$ cat src/rtl/int_request_ctrl_pkg.sv
// Shared constants for the interrupt request controller: register map,
// service-state encodings and the vector priority encoder.
package int_request_ctrl_pkg;

    // CPU register port addresses
    localparam logic [1:0] INTC_ADDR_PEND   = 2'd0;
    localparam logic [1:0] INTC_ADDR_MASK   = 2'd1;
    localparam logic [1:0] INTC_ADDR_VEC    = 2'd2;
    localparam logic [1:0] INTC_ADDR_STATUS = 2'd3;

    // Service state is encoded directly as {INS1, INS0}
    typedef enum logic [1:0] {
        INTC_STATE_IDLE   = 2'b00,
        INTC_STATE_SVC0   = 2'b01,
        INTC_STATE_SVC1   = 2'b10,
        INTC_STATE_SVC1_0 = 2'b11
    } intc_state_e;

    // Lowest-index asserted request among sources 1..7; 0 when none
    function automatic logic [2:0] intc_lowest_src(input logic [7:1] req);
        logic [2:0] id;
        id = 3'd0;
        for (int i = 7; i >= 1; i--) begin
            if (req[i]) id = i[2:0];
        end
        return id;
    endfunction

endpackage

$ cat src/rtl/int_request_ctrl_sync.sv
// Per-line synchronizer and set-event qualifier for one IRQ input.
// Build option INTC_EDGE_EN: set event only on a synchronized 0->1 edge;
// otherwise a set event is raised every cycle the synchronized line is high.
module irq_edge_sync #(
    parameter int SYNC_STAGES = 2
) (
    input  logic clk_i,
    input  logic rst_i,
    input  logic irq_i,
    output logic set_o
);

    logic [SYNC_STAGES-1:0] sync_q;

    // Synchronizer chain; bit 0 samples the asynchronous line
    always_ff @(posedge clk_i) begin
        if (rst_i) begin
            sync_q <= '0;
        end else begin
            sync_q <= {sync_q[SYNC_STAGES-2:0], irq_i};
        end
    end

`ifdef INTC_EDGE_EN
    logic prev_q;

    // Delayed copy of the synchronized line for rising-edge detection
    always_ff @(posedge clk_i) begin
        if (rst_i) begin
            prev_q <= 1'b0;
        end else begin
            prev_q <= sync_q[SYNC_STAGES-1];
        end
    end

    assign set_o = sync_q[SYNC_STAGES-1] & ~prev_q;
`else
    assign set_o = sync_q[SYNC_STAGES-1];
`endif

endmodule

$ cat src/rtl/int_request_ctrl.sv
// Interrupt request controller: eight synchronized IRQ lines (bit 0 NMI),
// pending/mask registers, two-level service tracking and CPU register port.
// Build option INTC_EDGE_EN selects edge-triggered pending (default: level).
module int_request_ctrl
    import int_request_ctrl_pkg::*;
#(
    parameter int SYNC_STAGES = 2
) (
    input  logic       CLK,
    input  logic       RESET,
    input  logic [7:0] IRQ,
    input  logic       COMMIT,
    input  logic       ACK0,
    input  logic       ACK1,
    input  logic       RETI,
    output logic       INT0,
    output logic       INT1,
    input  logic       SEL,
    input  logic       WR,
    input  logic [1:0] ADDR,
    input  logic [7:0] DIN,
    output logic [7:0] DOUT
);

    logic [7:0]  irq_set;
    logic [7:0]  pend_q, pend_d, pend_clr;
    logic [7:1]  mask_q, mask_d;
    logic [2:0]  vec_q, vec_d;
    logic        int0_q, int0_d, int1_q, int1_d;
    intc_state_e state_q, state_d;
    logic        ins0, ins1;
    logic [7:1]  req_unmasked;
    logic        any_req;
    logic [2:0]  ack1_id;
    logic [7:0]  ack1_onehot;
    logic        reti_fire, ack0_fire, ack1_fire, reg_wr;

    for (genvar g = 0; g < 8; g++) begin : g_sync
        irq_edge_sync #(.SYNC_STAGES(SYNC_STAGES)) u_sync (
            .clk_i (CLK),
            .rst_i (RESET),
            .irq_i (IRQ[g]),
            .set_o (irq_set[g])
        );
    end

    assign req_unmasked = pend_q[7:1] & mask_q[7:1];
    assign any_req      = |req_unmasked;
    assign ack1_id      = intc_lowest_src(req_unmasked);
    assign ack1_onehot  = 8'b1 << ack1_id;
    assign reg_wr       = SEL & WR;

    // RETI wins over a same-cycle ACK so state and PEND stay consistent;
    // ACK0 (NMI) wins over ACK1 if both arrive together in IDLE.
    assign reti_fire = COMMIT & RETI & (state_q != INTC_STATE_IDLE);
    assign ack0_fire = COMMIT & ACK0 & ~ins0 & pend_q[0] & ~reti_fire;
    assign ack1_fire = COMMIT & ACK1 & ~ins0 & ~ins1 & any_req & ~ack0_fire;

    // Service state register
    always_ff @(posedge CLK) begin
        if (RESET) begin
            state_q <= INTC_STATE_IDLE;
        end else begin
            state_q <= state_d;
        end
    end

    // Service state transitions on qualified ACK/RETI
    always_comb begin
        state_d = state_q;
        case (state_q)
            INTC_STATE_IDLE: begin
                if (ack0_fire)      state_d = INTC_STATE_SVC0;
                else if (ack1_fire) state_d = INTC_STATE_SVC1;
            end
            INTC_STATE_SVC1: begin
                if (reti_fire)      state_d = INTC_STATE_IDLE;
                else if (ack0_fire) state_d = INTC_STATE_SVC1_0;
            end
            INTC_STATE_SVC0: begin
                if (reti_fire)      state_d = INTC_STATE_IDLE;
            end
            INTC_STATE_SVC1_0: begin
                if (reti_fire)      state_d = INTC_STATE_SVC1;
            end
            default:                state_d = INTC_STATE_IDLE;
        endcase
    end

    // In-service flags decoded from the service state
    always_comb begin
        ins0 = 1'b0;
        ins1 = 1'b0;
        case (state_q)
            INTC_STATE_SVC0:   ins0 = 1'b1;
            INTC_STATE_SVC1:   ins1 = 1'b1;
            INTC_STATE_SVC1_0: begin
                ins0 = 1'b1;
                ins1 = 1'b1;
            end
            default: ;
        endcase
    end

    // Next values of pending, mask, vector and request outputs
    always_comb begin
        pend_clr = 8'h00;
        if (ack0_fire) pend_clr[0] = 1'b1;
        if (ack1_fire) pend_clr    = pend_clr | ack1_onehot;
        if (reg_wr && ADDR == INTC_ADDR_PEND) pend_clr = pend_clr | DIN;
        // A set event in the same cycle as a clear leaves the bit pending
        pend_d = (pend_q & ~pend_clr) | irq_set;

        mask_d = mask_q;
        if (reg_wr && ADDR == INTC_ADDR_MASK) mask_d = DIN[7:1];

        vec_d = vec_q;
        if (ack1_fire) begin
            vec_d = ack1_id;
        end else if (reti_fire && state_q == INTC_STATE_SVC1) begin
            vec_d = 3'd0;
        end

        int0_d = pend_q[0] & ~ins0;
        int1_d = any_req & ~ins1 & ~ins0;
    end

    // Datapath registers
    always_ff @(posedge CLK) begin
        if (RESET) begin
            pend_q <= 8'h00;
            mask_q <= 7'h00;
            vec_q  <= 3'd0;
            int0_q <= 1'b0;
            int1_q <= 1'b0;
        end else begin
            pend_q <= pend_d;
            mask_q <= mask_d;
            vec_q  <= vec_d;
            int0_q <= int0_d;
            int1_q <= int1_d;
        end
    end

    assign INT0 = int0_q;
    assign INT1 = int1_q;

    // Combinational register read mux
    always_comb begin
        DOUT = 8'h00;
        if (SEL) begin
            case (ADDR)
                INTC_ADDR_PEND:   DOUT = pend_q;
                INTC_ADDR_MASK:   DOUT = {mask_q, 1'b1};
                INTC_ADDR_VEC:    DOUT = {5'b0, vec_q};
                INTC_ADDR_STATUS: DOUT = {6'b0, ins1, ins0};
                default:          DOUT = 8'h00;
            endcase
        end
    end

endmodule
$ cat config.mk
export PLATFORM = sky130hd
export DESIGN_NAME = int_request_ctrl
export DESIGN_NICKNAME = d
export VERILOG_FILES = /design/src/rtl/int_request_ctrl_pkg.sv /design/src/rtl/int_request_ctrl_sync.sv /design/src/rtl/int_request_ctrl.sv
export SDC_FILE = /design/constraint.sdc
export NUM_CORES = 1
export LEC_CHECK = 0
export ABC_AREA = 1
export CAP_MARGIN = 20
export CORE_MARGIN = 3
export CORE_UTILIZATION = 52
export CTS_BUF_LIST = sky130_fd_sc_hd__clkbuf_8
export CTS_CLUSTER_DIAMETER = 60
export DETAILED_ROUTE_END_ITERATION = 10
export GPL_ROUTABILITY_DRIVEN = 0
export PLACE_DENSITY_LB_ADDON = 0.05
export SLEW_MARGIN = 20
export SYNTH_ARGS = -nofsm -noshare
export SYNTH_HDL_FRONTEND = slang
export SYNTH_SLANG_ARGS = --single-unit
export TNS_END_PERCENT = 100
$ cat constraint.sdc
create_clock -name CLK -period 1.6 [get_ports CLK]
set_clock_uncertainty 0.05 [all_clocks]
set_input_delay 0.24 -clock CLK [delete_from_list [all_inputs] [get_ports CLK]]
set_output_delay 0.24 -clock CLK [all_outputs]
set_load 0.01 [all_outputs]
==> results of run 1 <==
==> cell usage after synthesis <==
cell | number | area, µm²
a21oi_1 | 20 | 100
a21oi_2 | 1 | 8.76
a221o_1 | 1 | 10.0
a221oi_1 | 1 | 8.76
a31oi_1 | 1 | 6.26
clkbuf_1 | 3 | 11.3
clkinv_1 | 3 | 11.3
dfxtp_1 | 38 | 761
inv_1 | 32 | 120
inv_2 | 9 | 33.8
nand2_1 | 65 | 244
nand2_2 | 5 | 31.3
nand2_4 | 1 | 11.3
nand3_1 | 7 | 35.0
nand3_4 | 1 | 17.5
nand4_2 | 1 | 12.5
nor2_1 | 42 | 158
nor2_4 | 4 | 45.0
nor3_1 | 1 | 5.00
nor3_2 | 1 | 10.0
o211ai_1 | 1 | 7.51
o21ai_0 | 7 | 35.0
o21ai_1 | 1 | 5.00
o21bai_1 | 1 | 7.51
==> worst max-delay path: cells and delay by family, from the launching register on <==
kind,cells,cell delay (ns)
flops,1,0.33
simple gates,1,0.19
buf+inv,2,0.22
compound gates,2,0.23
==> kinds of logic after synthesis <==
family,after synthesis,share of synthesized area [%]
AO/OA/AOI/OAI,34,11.1
buffers and inverters,47,10.4
flip-flops,38,44.9
AND/OR/NAND/NOR,128,33.6
==> sequential cells by signal (all words and copies together) (netlist names) <==
| name | cells |
|---|---|
| mask_q | 7 |
| INT0 | 1 |
| INT1 | 1 |
| state_q | 2 |
| pend_q | 8 |
| g_sync.u_sync.sync_q | 16 |
| vec_q | 3 |
==> worst paths after layout <==
| kind | endpoint | cells past startpoint |
|---|---|---|
| worst max-delay path | DOUT[1] | 5 |
| worst min-delay path | g_sync[5].u_sync.sync_q[1] | 2 |
| worst max register to register | vec_q[2] | 10 |
| worst min register to register | g_sync[5].u_sync.sync_q[1] | 2 |
==> routing by layer <==
metal  global-route usage (%)  up-vias
met1                     24.4      696
met5                        0        -
met2                     35.2       43
li1                         -      861
met3                     5.35        7
met4                     7.99        0
==> layout make-up <==
type                            instances  area share (%)
Multi-Input combinational cell        162            33.1
Sequential cell                        38            32.5
Tap cell                               44            2.35
Clock inverter                          2            2.56
Clock buffer                            6            3.52
Inverter                               44            7.04
Timing Repair Buffer                   50            19.0
==> stage by stage <==
stage	area [µm²]	setup WS [ns]
2_1_floorplan	1700	0.357
3_3_place_gp	2180	-0.546
4_1_cts	2350	-0.0836
6_report	2350	0.0600
5_1_grt	2350	-0.0590
3_5_place_dp	2180	-0.557
==> report_power, final <==
part	leakage, nW	internal, mW	total, mW	switching (mW)
clock network	0.0714	0.665	0.994	0.330
logic	0.693	0.118	0.230	0.112
registers	0.312	0.985	1.01	0.0215
total	1.08	1.77	2.23	0.463
==> repair_timing <==
item                                    in CTS  in global routing
hold endpoints to repair                     0                  0
endpoints found under the setup margin       8                  8
pin swaps                                    1                  1
resized for setup                           21                  9
hold buffers                                 0                  0
setup buffers                                3                  0
==> flow_results.org, run 1 <==
** Finish
- Layout cells sized above 1 :: a little under a fifth
- Most frequent cells in the layout :: 65 x nand2_1, 41 x nor2_1, 37 x dfxtp_1
- Core Util, Final :: approximately three quarters
- Layout Area Growth over Synthesis :: 38.4%
- Sequential Area :: between 700 and 800 µm²
- Leaving out fill and tap cells, the most frequent cell in the layout is nand2_1.
- Multi-input logic area :: slightly below 800 µm²
- Post-layout nets :: approximately 330
- The finished layout holds 346 standard cells, fillers aside.
- Fill cell instance count of the final layout :: between 200 and 300
- Final antenna diode count :: 0

** Timing
- Measured against its own limit, the worst slew margin works out to between 80 and 90%.
- Dividing the final minimum period by the clock period gives 96.2%.
- Final hold analysis gives a worst-case slack of between 0.3 and 0.4 ns.
- Transition at the pin with the smallest max-transition slack :: 0.290 ns
- After layout, the minimum clock period comes to 1.54 ns.
- Max Freq :: 649 MHz
- Final setup violation count :: 0
- Setup total negative slack on the finished layout was measured at 0 ns.
- Max-slew violation count :: 0
- Final hold viol count :: 0
- Setup repair after global routing could not meet its margin everywhere.

** Logic synthesis
- The netlist uses 24 different library cells.
- Post-synthesis cell area :: approximately 1700 µm²
- After synthesis the netlist holds a flip-flop and latch count of 38.
- Average cell area after synthesis :: between 6 and 7 µm²
- The share of the Yosys chip area taken by registers is between 40 and 50%.
- Number of warnings printed during yosys synthesis :: 0
- Synthesized instance count :: approximately 250
- Synthesized netlist net count :: 273

** Power and ir drop
- Static leakage power :: approximately 1.1 nW
- Power comes to around 2.2 mW.
- Power density over the cells :: 951 nW/µm²
- Worst IR Drop VDD :: a little over 0.9 mV

** Flow run
- The tool flagged a number of max-cap violations equal to 0.

** Setup path
- Type of element launching the critical path :: register
- Chain of cells forming the critical path :: inv_1, nor3_2, a221oi_1, a21oi_1, clkbuf_2
- In this run the worst setup path begins at state_q[1].
- Highest cell delay on the worst timing path :: between 0.3 and 0.4 ns
- CP max-delay cell :: dfxtp_1
- Start-to-end type of the worst setup path :: reg -> out
- At the worst endpoint, the required time is ~1.3 ns.
- In this run the critical register-to-register path is launched from pend_q[6].
- The worst setup path is captured at a primary output.
- Data on the critical path arrives at its endpoint at approximately 1.3 ns.
- In this run the worst path has a maximum fanout of 2.
- In this run the register-to-register setup slack is roughly 0.12 ns.

** Floorplanning
- The die covers around 4000 µm².
- Floorplan core area :: around 3100 µm²
- Starting utilization of the core area :: 55.1%
- Die boundary height :: roughly 63 µm
- In this run the horizontal extent of the chip is roughly 63 µm.
- 36 I/O pins were placed.
- After floorplanning, the core was divided into 20 placement rows.

** Routing
- DRT iter0 DRCs :: 90
- Routed length on met2 :: between 1500 and 2000 µm
- Top Metal Used :: met4
- The detail route stage leaves a number of antenna-violating nets equal to 0.
- Summing over every cut layer, the via total after detailed routing is 1607.
- Met1 wire length :: 1660 µm
- The first TritonRoute pass finished after 5 iterations.
- Final wirelength :: approximately 3700 µm
- Dividing the detail-routed wire length by the instance count gives between 10 and 15 µm.
- Ratio of routed vias to standard cells :: 4.64
- In the detailed route, the total length drawn on met3 is 200 µm.
- DRC violations left :: 0

** Global route
- Total gr overflow :: 0
- The initial antenna violation count came to 0.
- Via count of the first global-routing pass :: about 1500
- First-pass GRT wire length :: about 6400 µm
- Largest net degree at the start of global routing :: 15
- GRT Resource Usage Total :: slightly above 20%

** Clock tree
- Cell at the root of the clock tree :: clkbuf_8
- The clock reaches the later pin of the worst-skew pair after slightly below 0.3 ns.
- Counting the buffers created by CTS gives 5.
- TritonCTS built the clock tree.
- The H-tree generated during clock tree synthesis spans 2 levels.
- CTS max path bufs :: 2
- Clock-pin slew on the worst setup and hold paths :: approximately 0.070 ns
- For this design, the sink count on the clock tree is 38.

** Placed design
- Cell count after placement :: 335
- Dpl hpwl :: around 2800 µm
- Port Buffer Count :: 35

** Min path
- The min-delay analysis places its worst path in the category reg -> reg.
- Start point of the worst min-delay path :: g_sync[5].u_sync.sync_q[0]

** Status
- The run finished with clean final reports.
(Power assumes the default switching activity.)
==> inputs of run 2 (changes only) <==
--- a/config.mk
+++ b/config.mk
@@ -7,7 +7,6 @@
 export LEC_CHECK = 0
 export ABC_AREA = 1
 export CAP_MARGIN = 20
-export CORE_MARGIN = 3
 export CORE_UTILIZATION = 52
 export CTS_BUF_LIST = sky130_fd_sc_hd__clkbuf_8
 export CTS_CLUSTER_DIAMETER = 60
==> run 2 against run 1 <==
Final area up 2.4%. Register-to-register slack is essentially flat. Wire length down 2.2%.
==> flow_results.org, run 2 (synthesis results as in run 1) <==
** Status
- Status :: finished clean

** Finish
- Final antenna diode count :: 0
- Leaving out fill and tap cells, the most frequent cell in the layout is nand2_1.
- Most frequent cells in the layout :: 64 x nand2_1, 41 x nor2_1, 37 x dfxtp_1
- g_sync.u_sync.sync_q holds more flip-flops than any other register.
- The register with the most flip-flops in the layout has 16 of them.
- Layout Area Growth over Synthesis :: 41.7%
- The final layout contains 333 nets.
- Layout cells sized above 1 :: about a fifth
- Leading registers by flop count :: g_sync.u_sync.sync_q (16), pend_q (8), mask_q (7)

** Power and ir drop
- Static leakage power :: between 1 and 1.5 nW
- Worst IR Drop VDD :: slightly below 1 mV
- Sw frac :: between 20% and 30%
- Combinational cells account for a little over a tenth of the total power.
- Cell internal power was estimated by the tool at 1.73 mW.
- Part of the power in the clock network :: a little over two fifths
- Power density over the cells :: 918 nW/µm²
- Total net switching power :: 0.471 mW
- The share of total power dissipated in sequential elements is ~46%.

** Timing
- Max-slew violation count :: 0
- The number of hold violations in the final report came to 0.
- After routing, the total negative slack on setup checks comes to 0 ns.
- Timing would allow up to between 600 and 700 MHz.
- Setup violations remaining at the end of the flow were counted as 0.
- Fraction of the cycle the final worst path needs :: 95.7%
- The clock period could shrink to about 1.5 ns.
- Headroom to the max-slew limit :: 83.8%
- For the pin with the worst max-slew slack, the measured transition is around 0.24 ns.
- In the post-route analysis, the smallest setup slack over all paths is between 0.06 and 0.07 ns.
- Hold is met by around 0.35 ns.

** Setup path
- Broken down by cell family, the worst path's largest delay share belongs to buffers and inverters.
- STA classifies the critical path endpoint as a primary output.
- The worst setup path is of the in -> out kind.
- Data on the critical path is required at its endpoint by between 1 and 1.5 ns.
- Crit path arrival time :: approximately 1.2 ns
- On the critical path, the stage with the largest delay is an instance of dlygate4sd2_1.
- Along the worst path, the maximum fanout reaches 6.
- Type of element launching the critical path :: input pin
- The critical path contains buffers and inverters numbering 4 combined.
- Highest cell delay on the worst timing path :: roughly 0.27 ns
- Worst r2r path cells :: 11
- The critical path goes through clkdlybuf4s15_2, inv_2, nor2_4, buf_4, nand2_1, a21oi_1, dlygate4sd2_1.
- Counting buffers and inverters, the worst setup path is 7 cells deep.

** Min path
- Cell depth of the worst hold path :: 2
- The worst hold path belongs to the class reg -> reg.

** Flow run
- The tool flagged a number of max-cap violations equal to 0.

** Clock tree
- Cell at the root of the clock tree :: clkbuf_8
- Counting along the longest clock path gives a buffer depth of 2.
- Clock-pin slew was measured on the worst setup and hold paths at around 0.070 ns.
- H-tree levels :: 2
- After clock tree synthesis, the flow added hold-fix buffers numbering 0.
- The tree built by TritonCTS fans out to 38 sinks.
- Number of buffers created by CTS :: 5
- TritonCTS built the clock tree.
- At the later pin of the worst-skew pair, clock insertion delay measures between 0.2 and 0.3 ns.

** Global route
- First-pass GRT wire length :: about 5900 µm
- The initial antenna violation count was 0.
- Global routing finished with a remaining overflow of 0.
- GRT Resource Usage Total :: between 20 and 25%
- Largest net degree at the start of global routing :: 15
- The number of global-route vias before repair is 1400.

** Routing
- Routed wirelength normalized by instance count :: 10.3 µm
- Total iterations of the first detailed-routing run :: 4
- DRC violations left :: 0
- After detailed routing, the number of vias per cell comes to ~4.7.
- DRT iter0 DRCs :: between 60 and 70
- The count of nets left with antenna violations once routing finished came out at 0.
- Final wirelength :: ~3600 µm
- The routed layout has around 1700 vias.

** Floorplanning
- Starting utilization of the core area :: a little under three fifths
- Die Area :: 3490 µm²
- Row generation in the floorplan step produced 20 rows.
- The die is between 50 and 60 µm tall.
- Number of top-level pins :: 36
- Width of the die :: 59.1 µm
- Floorplan core area :: 3080 µm²

** Placed design
- Dpl hpwl :: around 2600 µm
- Post-placement worst setup slack :: -0.582 ns
- Port Buffer Count :: 35
[run 2: worst paths after layout]
| path | start | end | slack (ns) |
|---|---|---|---|
| setup / recovery | ADDR[0] | DOUT[7] | 0.07 |
| hold reg to reg | g_sync[4].u_sync.sync_q[0] | g_sync[4].u_sync.sync_q[1] | 0.35 |
| setup reg to reg | state_q[1] | vec_q[2] | 0.11 |
| hold / removal | g_sync[4].u_sync.sync_q[0] | g_sync[4].u_sync.sync_q[1] | 0.35 |
[run 2: worst reg2reg max path, cell delays in order (launching register included)]
cell and delay, ns:
dfxtp_1 0.31, buf_4 0.15, nor2_1 0.21, inv_2 0.06, nand2_2 0.08, nand2_4 0.07
nand3_4 0.11, buf_4 0.11, nand2_1 0.05, inv_2 0.06, nand2_1 0.05, a21oi_1 0.11
[run 2: layer usage]
| layer | GRT usage (%) | part of all wire, % | vias to the layer above |
|---|---|---|---|
| met1 | 28.2 | 44 | 730 |
| met2 | 38.8 | 50 | 51 |
| li1 | - | - | 876 |
| met4 | 7.14 | 0.55 | 0 |
| met5 | 0 | 0 | - |
| met3 | 5.90 | 5.9 | 2 |
[run 2: power by group through the flow]
stage	sequential [mW]	combinational, mW	clock [mW]
5_1_grt	1.01	0.268	1.02
3_5_place_dp	1.03	0.229	0
3_3_place_gp	1.03	0.225	0
4_1_cts	1.00	0.237	0.977
6_report	1.01	0.243	0.957
2_1_floorplan	1.02	0.109	0
[run 2: cell type report]
cell class	count	area [µm²]
Clock inverter	3	68.8
Timing Repair Buffer	56	487
Fill cell	250	676
Tap cell	44	55.1
Inverter	44	165
Sequential cell	38	762
Clock buffer	5	68.8
Multi-Input combinational cell	162	796
[run 2: through the flow]
step / area (µm²) / utilization, % / instances / power (mW)
2_1_floorplan: 1700 / - / 247 / 1.13
3_3_place_gp: 2210 / 71.8 / 339 / 1.25
3_5_place_dp: 2210 / 71.8 / 339 / 1.26
4_1_cts: 2380 / 77.2 / 352 / 2.22
5_1_grt: 2400 / 78.0 / 352 / 2.30
6_report: 2400 / 78.0 / 352 / 2.21
[run 2: what timing repair did]
item | in CTS | in global routing
pin swaps | 1 | 4
cloned | 0 | 0
resized for setup | 25 | 10
setup buffers | 5 | 0
setup endpoints to repair | 8 | 5
